### config.mk
export PLATFORM = sky130hd
export DESIGN_NAME = wb_write_arbiter
export DESIGN_NICKNAME = d
export VERILOG_FILES = /design/src/rtl/wb_pkg.sv /design/src/rtl/wb_write_arbiter_fifo.sv /design/src/rtl/wb_write_arbiter.sv
export SDC_FILE = /design/constraint.sdc
export NUM_CORES = 1
export LEC_CHECK = 0
export BUFFER_PORTS_ARGS = -buffer_cell sky130_fd_sc_hd__buf_2
export CAP_MARGIN = 40
export CORE_AREA = 2 2 167 169
export DETAILED_ROUTE_END_ITERATION = 12
export DIE_AREA = 0 0 169 171
export HOLD_SLACK_MARGIN = 0.03
export PLACE_DENSITY_LB_ADDON = 0.2
export SYNTH_ARGS = -nofsm -noshare
export SYNTH_HDL_FRONTEND = slang
export SYNTH_HIERARCHICAL = 1
export SYNTH_SLANG_ARGS = --single-unit
### constraint.sdc
create_clock -name clk -period 11.7 [get_ports clk]
set_clock_uncertainty 0.15 [all_clocks]
set_input_delay 0.585 -clock clk [delete_from_list [all_inputs] [get_ports clk]]
set_output_delay 0.585 -clock clk [all_outputs]
set_load 0.005 [all_outputs]
### src/rtl/wb_pkg.sv
// Shared types and helpers for the register-file write arbiter.
// Holds the default widths, the queued-entry layout and the youngest-match search.
package wb_pkg;

  localparam int REG_W_DEF  = 5;
  localparam int DATA_W_DEF = 32;
  localparam int MAX_CAND   = 64;

  typedef struct packed {
    logic [REG_W_DEF-1:0]  wn;
    logic [DATA_W_DEF-1:0] data;
  } wb_entry_t;

  // Candidates are ordered oldest at bit 0 to youngest at the top bit.
  // The result is the index of the youngest set bit.
  function automatic logic [5:0] youngest_match(input logic [MAX_CAND-1:0] m);
    logic [5:0] idx;
    idx = '0;
    for (int i = 0; i < MAX_CAND; i++) begin
      if (m[i]) idx = 6'(i);
    end
    return idx;
  endfunction

endpackage

### src/rtl/wb_write_arbiter_fifo.sv
// Circular buffer accepting up to two pushes and one pop per cycle.
// Entries are exposed in age order (index 0 = head) for the forwarding search.
module wb_fifo
  import wb_pkg::*;
#(
  parameter int  DEPTH   = 4,
  parameter type entry_t = wb_entry_t
) (
  input  logic                       clk,
  input  logic                       clr,
  input  logic [1:0]                 push_cnt_i,
  input  entry_t                     din0_i,
  input  entry_t                     din1_i,
  input  logic                       pop_i,
  output entry_t                     entries_o [DEPTH],
  output logic [DEPTH-1:0]           valid_o,
  output logic [$clog2(DEPTH):0]     count_o
);

  localparam int PW = $clog2(DEPTH);
  localparam int CW = PW + 1;

  entry_t        mem_q [DEPTH];
  logic [PW-1:0] wr_ptr_q, rd_ptr_q;
  logic [CW-1:0] count_q;

  always_ff @(posedge clk) begin
    if (clr) begin
      wr_ptr_q <= '0;
      rd_ptr_q <= '0;
      count_q  <= '0;
    end else begin
      if (push_cnt_i != 2'd0) mem_q[wr_ptr_q] <= din0_i;
      if (push_cnt_i == 2'd2) mem_q[wr_ptr_q + PW'(1)] <= din1_i;
      wr_ptr_q <= wr_ptr_q + PW'(push_cnt_i);
      rd_ptr_q <= rd_ptr_q + PW'(pop_i);
      count_q  <= count_q + CW'(push_cnt_i) - CW'(pop_i);
    end
  end

  always_comb begin
    for (int k = 0; k < DEPTH; k++) begin
      entries_o[k] = mem_q[rd_ptr_q + PW'(k)];
      valid_o[k]   = (CW'(k) < count_q);
    end
  end

  assign count_o = count_q;

endmodule

### src/rtl/wb_write_arbiter.sv
// Write-side front end of the register file: merges load and ALU writes in order,
// drains one per cycle into the write port and offers forwarding of pending values.
module wb_write_arbiter
  import wb_pkg::*;
#(
  parameter int DEPTH  = 4,
  parameter int REG_W  = REG_W_DEF,
  parameter int DATA_W = DATA_W_DEF
) (
  input  logic                   clk,
  input  logic                   clr,
  input  logic                   ld_we,
  input  logic [REG_W-1:0]       ld_wn,
  input  logic [DATA_W-1:0]      ld_data,
  input  logic                   alu_we,
  input  logic [REG_W-1:0]       alu_wn,
  input  logic [DATA_W-1:0]      alu_data,
  output logic                   in_ready,
  output logic                   we,
  output logic [REG_W-1:0]       wn,
  output logic [DATA_W-1:0]      data,
  input  logic [REG_W-1:0]       rna,
  input  logic [REG_W-1:0]       rnb,
  output logic                   fwd_a_hit,
  output logic                   fwd_b_hit,
  output logic [DATA_W-1:0]      fwd_a,
  output logic [DATA_W-1:0]      fwd_b,
  output logic [$clog2(DEPTH):0] count,
  output logic                   overflow
);

  localparam int CW    = $clog2(DEPTH) + 1;
  localparam int NCAND = DEPTH + 1;

  typedef struct packed {
    logic [REG_W-1:0]  wn;
    logic [DATA_W-1:0] data;
  } entry_t;

  logic              ld_v, alu_v, pop, drop;
  logic [1:0]        n_req, push_cnt;
  logic [CW:0]       free;
  entry_t            din0, din1;
  entry_t            fifo_entries [DEPTH];
  logic [DEPTH-1:0]  fifo_valid;
  logic [CW-1:0]     fifo_count;

  logic              we_q, we_d, overflow_q, overflow_d;
  logic [REG_W-1:0]  wn_q, wn_d;
  logic [DATA_W-1:0] data_q, data_d;

  wb_fifo #(.DEPTH(DEPTH), .entry_t(entry_t)) u_fifo (
    .clk        (clk),
    .clr        (clr),
    .push_cnt_i (push_cnt),
    .din0_i     (din0),
    .din1_i     (din1),
    .pop_i      (pop),
    .entries_o  (fifo_entries),
    .valid_o    (fifo_valid),
    .count_o    (fifo_count)
  );

  // Free space is judged after this cycle's pop; a single free slot goes to the load.
  always_comb begin
    ld_v     = ld_we  && (ld_wn  != '0);
    alu_v    = alu_we && (alu_wn != '0);
    pop      = (fifo_count != '0);
    free     = (CW+1)'(DEPTH) - {1'b0, fifo_count} + {{CW{1'b0}}, pop};
    n_req    = {1'b0, ld_v} + {1'b0, alu_v};
    push_cnt = n_req;
    drop     = 1'b0;
    if (free < {{(CW-1){1'b0}}, n_req}) begin
      push_cnt = free[1:0];
      drop     = 1'b1;
    end
    din0.wn   = ld_v ? ld_wn   : alu_wn;
    din0.data = ld_v ? ld_data : alu_data;
    din1.wn   = alu_wn;
    din1.data = alu_data;
  end

  always_comb begin
    we_d       = pop;
    wn_d       = pop ? fifo_entries[0].wn   : wn_q;
    data_d     = pop ? fifo_entries[0].data : data_q;
    overflow_d = overflow_q | drop;
  end

  always_ff @(posedge clk) begin
    if (clr) begin
      we_q       <= 1'b0;
      wn_q       <= '0;
      data_q     <= '0;
      overflow_q <= 1'b0;
    end else begin
      we_q       <= we_d;
      wn_q       <= wn_d;
      data_q     <= data_d;
      overflow_q <= overflow_d;
    end
  end

  logic [REG_W-1:0]  rn  [2];
  logic              hit [2];
  logic [DATA_W-1:0] val [2];

  assign rn[0] = rna;
  assign rn[1] = rnb;

  // Candidate bit 0 is the output register (oldest), bits 1..DEPTH the queue by age.
  always_comb begin
    logic [NCAND-1:0] cand;
    logic [5:0]       idx;
    for (int p = 0; p < 2; p++) begin
      cand    = '0;
      cand[0] = we_q && (wn_q == rn[p]);
      for (int k = 0; k < DEPTH; k++) begin
        cand[k+1] = fifo_valid[k] && (fifo_entries[k].wn == rn[p]);
      end
      if (rn[p] == '0) cand = '0;
      idx    = youngest_match(MAX_CAND'(cand));
      hit[p] = |cand;
      val[p] = '0;
      if (hit[p]) begin
        val[p] = data_q;
        for (int k = 0; k < DEPTH; k++) begin
          if (idx == 6'(k + 1)) val[p] = fifo_entries[k].data;
        end
      end
    end
  end

  assign in_ready  = ((CW+1)'(DEPTH) - {1'b0, fifo_count}) >= (CW+1)'(2);
  assign we        = we_q;
  assign wn        = wn_q;
  assign data      = data_q;
  assign overflow  = overflow_q;
  assign count     = fifo_count;
  assign fwd_a_hit = hit[0];
  assign fwd_b_hit = hit[1];
  assign fwd_a     = val[0];
  assign fwd_b     = val[1];

endmodule

# Word-level counts from Yosys, hierarchy flattened
# Memory sizes are Yosys's and may differ from the RTL's. A register that Yosys moved wholly into a read port is not among the register bits.
# Cells that the tools add are included.
[totals] reg_bits=46 mem_bits_rw=148 input_bits=88 out_inout_bits=109 elab_cells=96 memories=1
[classes] add_sub_neg=11 magnitude_cmp=6 n_eq_ne=19 muxes=31 bitwise_logic=1 reduce_logical=20
[mem_list] memory="u_fifo.mem_q" depth=4 word_bits=37 read_ports=4 rd_ports_with_merged_regs=1 write_ports=2 line="wb_write_arbiter_fifo.sv:23" text="entry_t mem_q [DEPTH];"
[op_table] cell="32-bit 2-to-1 mux" n=11
[op_table] cell="5-bit equality test" n=10
[op_table] cell="6-bit 2-to-1 mux" n=6
[op_table] cell="6-bit by 2-bit equality test with 1-bit output, second input constant" n=4
[op_table] cell="5-bit 2-to-1 mux" n=3
[op_table] cell="6-bit by 1-bit equality test with 1-bit output, second input constant" n=2
[op_table] cell="6-bit by 3-bit equality test with 1-bit output, second input constant" n=2
[op_table] cell="1-bit logical AND" n=12
[op_table] cell="5-bit logical NOT" n=2
[op_table] cell="5-bit nonzero test" n=2
[op_table] cell="5-bit OR reduction" n=2
[op_table] cell="1-bit 2-to-1 mux" n=9
[op_table] cell="1-bit by 3-bit < comparator with 1-bit output, first input constant" n=2
[op_table] cell="2-bit by 3-bit < comparator with 1-bit output, first input constant" n=2
[op_table] cell="2-bit by 1-bit adder with 2-bit output, second input constant" n=2
[op_table] cell="2-bit adder, second input constant" n=2
[op_table] cell="4-bit by 1-bit adder with 4-bit output" n=1
[op_table] cell="4-bit by 2-bit >= comparator with 1-bit output, second input constant" n=1
[op_table] cell="4-bit by 2-bit < comparator with 1-bit output" n=1
[op_table] cell="2-bit 2-to-1 mux" n=2
[op_table] cell="3-bit by 3-bit subtractor with 4-bit output, first input constant" n=1
[op_table] cell="3-bit by 2-bit adder with 3-bit output" n=1
[op_table] cell="3-bit nonzero test" n=1
[op_table] cell="3-bit by 1-bit subtractor with 3-bit output" n=1
[op_table] cell="other kinds (6)" n=6

# Logic depth before layout (Yosys ltp)
# An unclocked memory read counts as a cell.
[depth] word_depth=15 depth_mapped=20 depth_no_buf=17

# By module
# Netlist, hierarchy kept.
[by_module_without_submodules] module="wb_fifo" n_inst=1 cells_each=546 area_each_um2=10246.1 seq_area_each_um2=4584.4
[by_module_without_submodules] module="wb_write_arbiter" n_inst=1 cells_each=857 area_each_um2=5860.6 seq_area_each_um2=780.7

# Least setup slack after synthesis
# Ideal clock, no wire load.
[synth_path] path_type="reg-to-reg" from="reg u_fifo.count_q[0], in the netlist u_fifo/count_o[0]" to="mem u_fifo/mem_q[1][0] (netlist bit) (enable)" setup_time_ns=0.487 arrival_time_ns=6.208 required_time_ns=11.063 setup_slack_ns=4.855 stages_incl_launch_ff=16 n_path_buf=3 synth_period_minus_slack_ns=6.845 path_cell_list="dfxtp_1 > inv_1 > ha_1 > ha_1 > clkbuf_1 > clkbuf_1 > clkbuf_1 > inv_1 > ha_1 > ha_1 > ha_1 > a21oi_1 > nand3_1 > mux2_2 > or2b_1 > a211oi_1"
[synth_lines] item="from (decl)" line="wb_write_arbiter_fifo.sv:25" text="logic [CW-1:0] count_q;"
[synth_lines] item="from (signal assigned)" line="wb_write_arbiter_fifo.sv:37" text="count_q <= count_q + CW'(push_cnt_i) - CW'(pop_i);"
[synth_lines] item="to (decl)" line="wb_write_arbiter_fifo.sv:23"

==> impl_metrics.py <==
metrics = {
    "grt": {
        "grt_usage": 0.335,
        "grt_overflow": 0,
        "first_global_vias": 13056,
        "antenna_found_initial": 0,
        "grt_first_pass_wirelength_um": 73600,
        "grt_max_degree": 55,
    },
    "worst_setup_path": {
        "crit_top_cell": "buf_4",
        "worstPathMaxFanout": 52,
        "crit_type": "flop to primary output",
        "critical_path_buf_inv_count": 5,
        "cp_top_family": "buffers and inverters",
        "startpoint": "u_fifo/rd_ptr_q[1]",
        "r2r_slack_ps": 6450,
        "worstPathRequired_ps": 10970,
        "slowest_delay_ps": 780,
        "reg2reg_depth": 15,
        "crit_slowest_cell": "dfxtp_4",
        "cp.arrival_ps": 5210,
        "path_cells": "buf_4 -> mux4_2 -> xor2_1 -> nor4_4 -> buf_4 -> and2_1 -> buf_4 -> nor4b_4 -> buf_4 -> a222oi_1 -> buf_2",
        "r2r-end": "u_fifo/mem_q[0][16]",
        "worst_setup_path_start_kind": "flop",
        "r2r_start": "u_fifo/count_o[0]",
        "crit_path_end_kind": "primary output",
    },
    "flow_run": {
        "drv_cap": 0,
    },
    "timing": {
        "fin_tns_setup_ps": 0,
        "fmax_ghz": 0.168,
        "hold_violations": 0,
        "setup_viol": 0,
        "worstMarginPinSlew_ps": 934,
        "fin_crit_sh": 0.508,
        "post-route-min-period_ps": 5940,
        "rsz0062_at_grt": "no",
        "slew_headroom": 0.372,
        "slew_violations": 0,
    },
    "logic_synthesis": {
        "synth_edf_count": 148,
        "ys_ff_latch": 194,
        "seq_area_frac_synth": 0.333,
        "yosys_warnings": 6,
        "synth.net_count": 1504,
        "async_flop_share": 0,
        "synth_area_um2": 16100,
        "avgSynthCellArea_um2": 11.5,
        "ys_types": 58,
        "syn_inst": 1403,
        "ys.flop_type": "edfxtp_1",
    },
    "routing": {
        "vias": 13277,
        "via_per_inst": 7.07,
        "drt_iter0_drc": 1870,
        "post_drt_wl_per_cell_um": 25.4,
        "drcViolationCount": 0,
        "antenna_left": 0,
        "firstDrtPassIters": 8,
        "wl_um": 47700,
    },
    "finish": {
        "final_core_util": 0.651,
        "fin_nets": 1621,
        "final_common_cell": "buf_2",
        "final_cells": 1879,
        "layout_common_cells": "buf_2 (196), nand2_1 (181), mux2_2 (150), mux4_2 (148), edfxtp_1 (148)",
        "diodes": 0,
        "drive_above_1_share": 0.407,
        "fillCellCount": 2146,
        "syn_to_final_growth_pct": 10.5,
    },
    "die": {
        "boundaryPins": 197,
        "core_um2": 27300,
        "die_x_um": 169,
        "die-area_um2": 28900,
        "rows": 61,
        "start_util": 0.589,
        "die_h_um": 171,
    },
    "hold_path": {
        "min_path_type": "flop to flop",
        "min_to": "overflow",
        "worstHoldStart": "overflow",
        "hold_depth": 2,
    },
    "placed_design": {
        "hpwl_um": 30300,
        "portBuffers": 196,
        "dp_cells": 1847,
        "place.gp.congestion": 0.919,
    },
    "clocking": {
        "post-cts-setup-buffer-count": 0,
        "cts.sinks": 194,
        "cts-resized-gates": 0,
        "tritoncts": "built",
        "numCtsBuffers": 17,
        "clk_pin_slew_ps": 80,
        "cts_root_buf": "clkbuf_16",
        "clk_path_buf_depth": 2,
        "hold_buffers": 0,
        "insertion_delay_ps": 450,
        "htreeDepth": 4,
    },
    "pwr": {
        "p_per_area_nw_per_um2": 228,
        "max-vdd-ir-drop_v": 0.000208,
        "leakage_nw": 6.94,
        "finalPower_mw": 4.06,
    },
    "outcome": {
        "outcome": "complete, no violations",
    },
}
[layout make-up]
cell class	instances	area, µm²	area share
sequential	194	5370	0.302
tap	346	433	0.0243
multi-input combinational	991	9820	0.552
clock inverter	15	146	0.00823
timing repair buffer	233	1280	0.0720
inverter	83	312	0.0175
clock buffer	17	425	0.0239
[registers in the layout (all words and copies together) (netlist names)]
register,flops
data,32
overflow,1
u_fifo/count_o,3
u_fifo/mem_q,148
u_fifo/rd_ptr_q,2
u_fifo/wr_ptr_q,2
we,1
wn,5
[how the worst max path moves through the flow]
| stage | endpoint | cells after the start | slack (ps) |
|---|---|---|---|
| floorplan | u_fifo/mem_q[1][0] | 15 | 4850 |
| global placement | fwd_b[2] | 8 | 6320 |
| detailed placement | fwd_a[2] | 11 | 6340 |
| CTS | fwd_a[2] | 11 | 5850 |
| global route | fwd_b[31] | 9 | 5560 |
| finish | fwd_a[2] | 11 | 5760 |
[worst min-delay path, stage by stage (launching register included)]
cell	delay (ps)
dfxtp_1	320
inv_1	50
a21oi_1	50
[metal layers]
layer / share of wire / GRT usage / wire length, µm / up-vias
met5: 0 / 0 / 0 / -
met4: 0.041 / 0.156 / 1970 / 0
met3: 0.10 / 0.0611 / 4990 / 162
met2: 0.48 / 0.552 / 23000 / 917
met1: 0.37 / 0.432 / 17700 / 6528
li1: - / - / - / 5670
[per-stage QoR]
stage | hold WS, ps | setup WS (ps) | instance area, µm²
after CTS | 312 | 5850 | 17800
final | 306 | 5760 | 17800
after global placement | 294 | 6320 | 17200
after global routing | 339 | 5560 | 17800
after floorplan | 292 | 4850 | 16100
after detailed placement | 300 | 6340 | 17200
[synthesized netlist by cell type (4+ instances only)]
cell / number / area, µm²
nor2_1: 75 / 282
edfxtp_1: 148 / 4440
buf_2: 48 / 240
mux4_2: 148 / 3330
a211oi_1: 5 / 37.5
clkbuf_1: 62 / 233
nand4_1: 6 / 37.5
xor2_1: 30 / 263
xnor2_1: 27 / 236
a221oi_1: 30 / 263
mux2i_1: 68 / 681
nor3_1: 62 / 310
inv_1: 83 / 312
o31ai_1: 4 / 30.0
and2_1: 4 / 25.0
buf_6: 5 / 56.3
buf_1: 6 / 22.5
ha_1: 12 / 150
nand3_1: 37 / 185
o21ai_0: 4 / 20.0
a222oi_1: 32 / 320
dfxtp_1: 46 / 921
a21oi_1: 4 / 20.0
nor2b_1: 7 / 43.8
buf_4: 5 / 37.5
clkbuf_8: 6 / 82.6
o311ai_0: 32 / 280
nand2_1: 181 / 679
o31ai_2: 28 / 350
mux2_2: 150 / 1690
nor4_2: 5 / 62.6
[kinds of logic after synthesis]
kind of cell	Yosys count	share of synthesized area
AO/OA/AOI/OAI	148	0.0879
XOR/XNOR	57	0.0310
adder cells (fa/ha/maj)	13	0.0106
buffers and inverters	218	0.0639
flip-flops	194	0.333
multiplexers	366	0.354
AND/OR/NAND/NOR	407	0.119
[where the power goes]
part           switching [mW]  leakage [nW]  internal, mW
logic                    1.21          4.92          1.05
clock network           0.288         0.277         0.300
registers               0.239          1.74         0.969
Note: power is estimated with default switching activity, not from simulation.
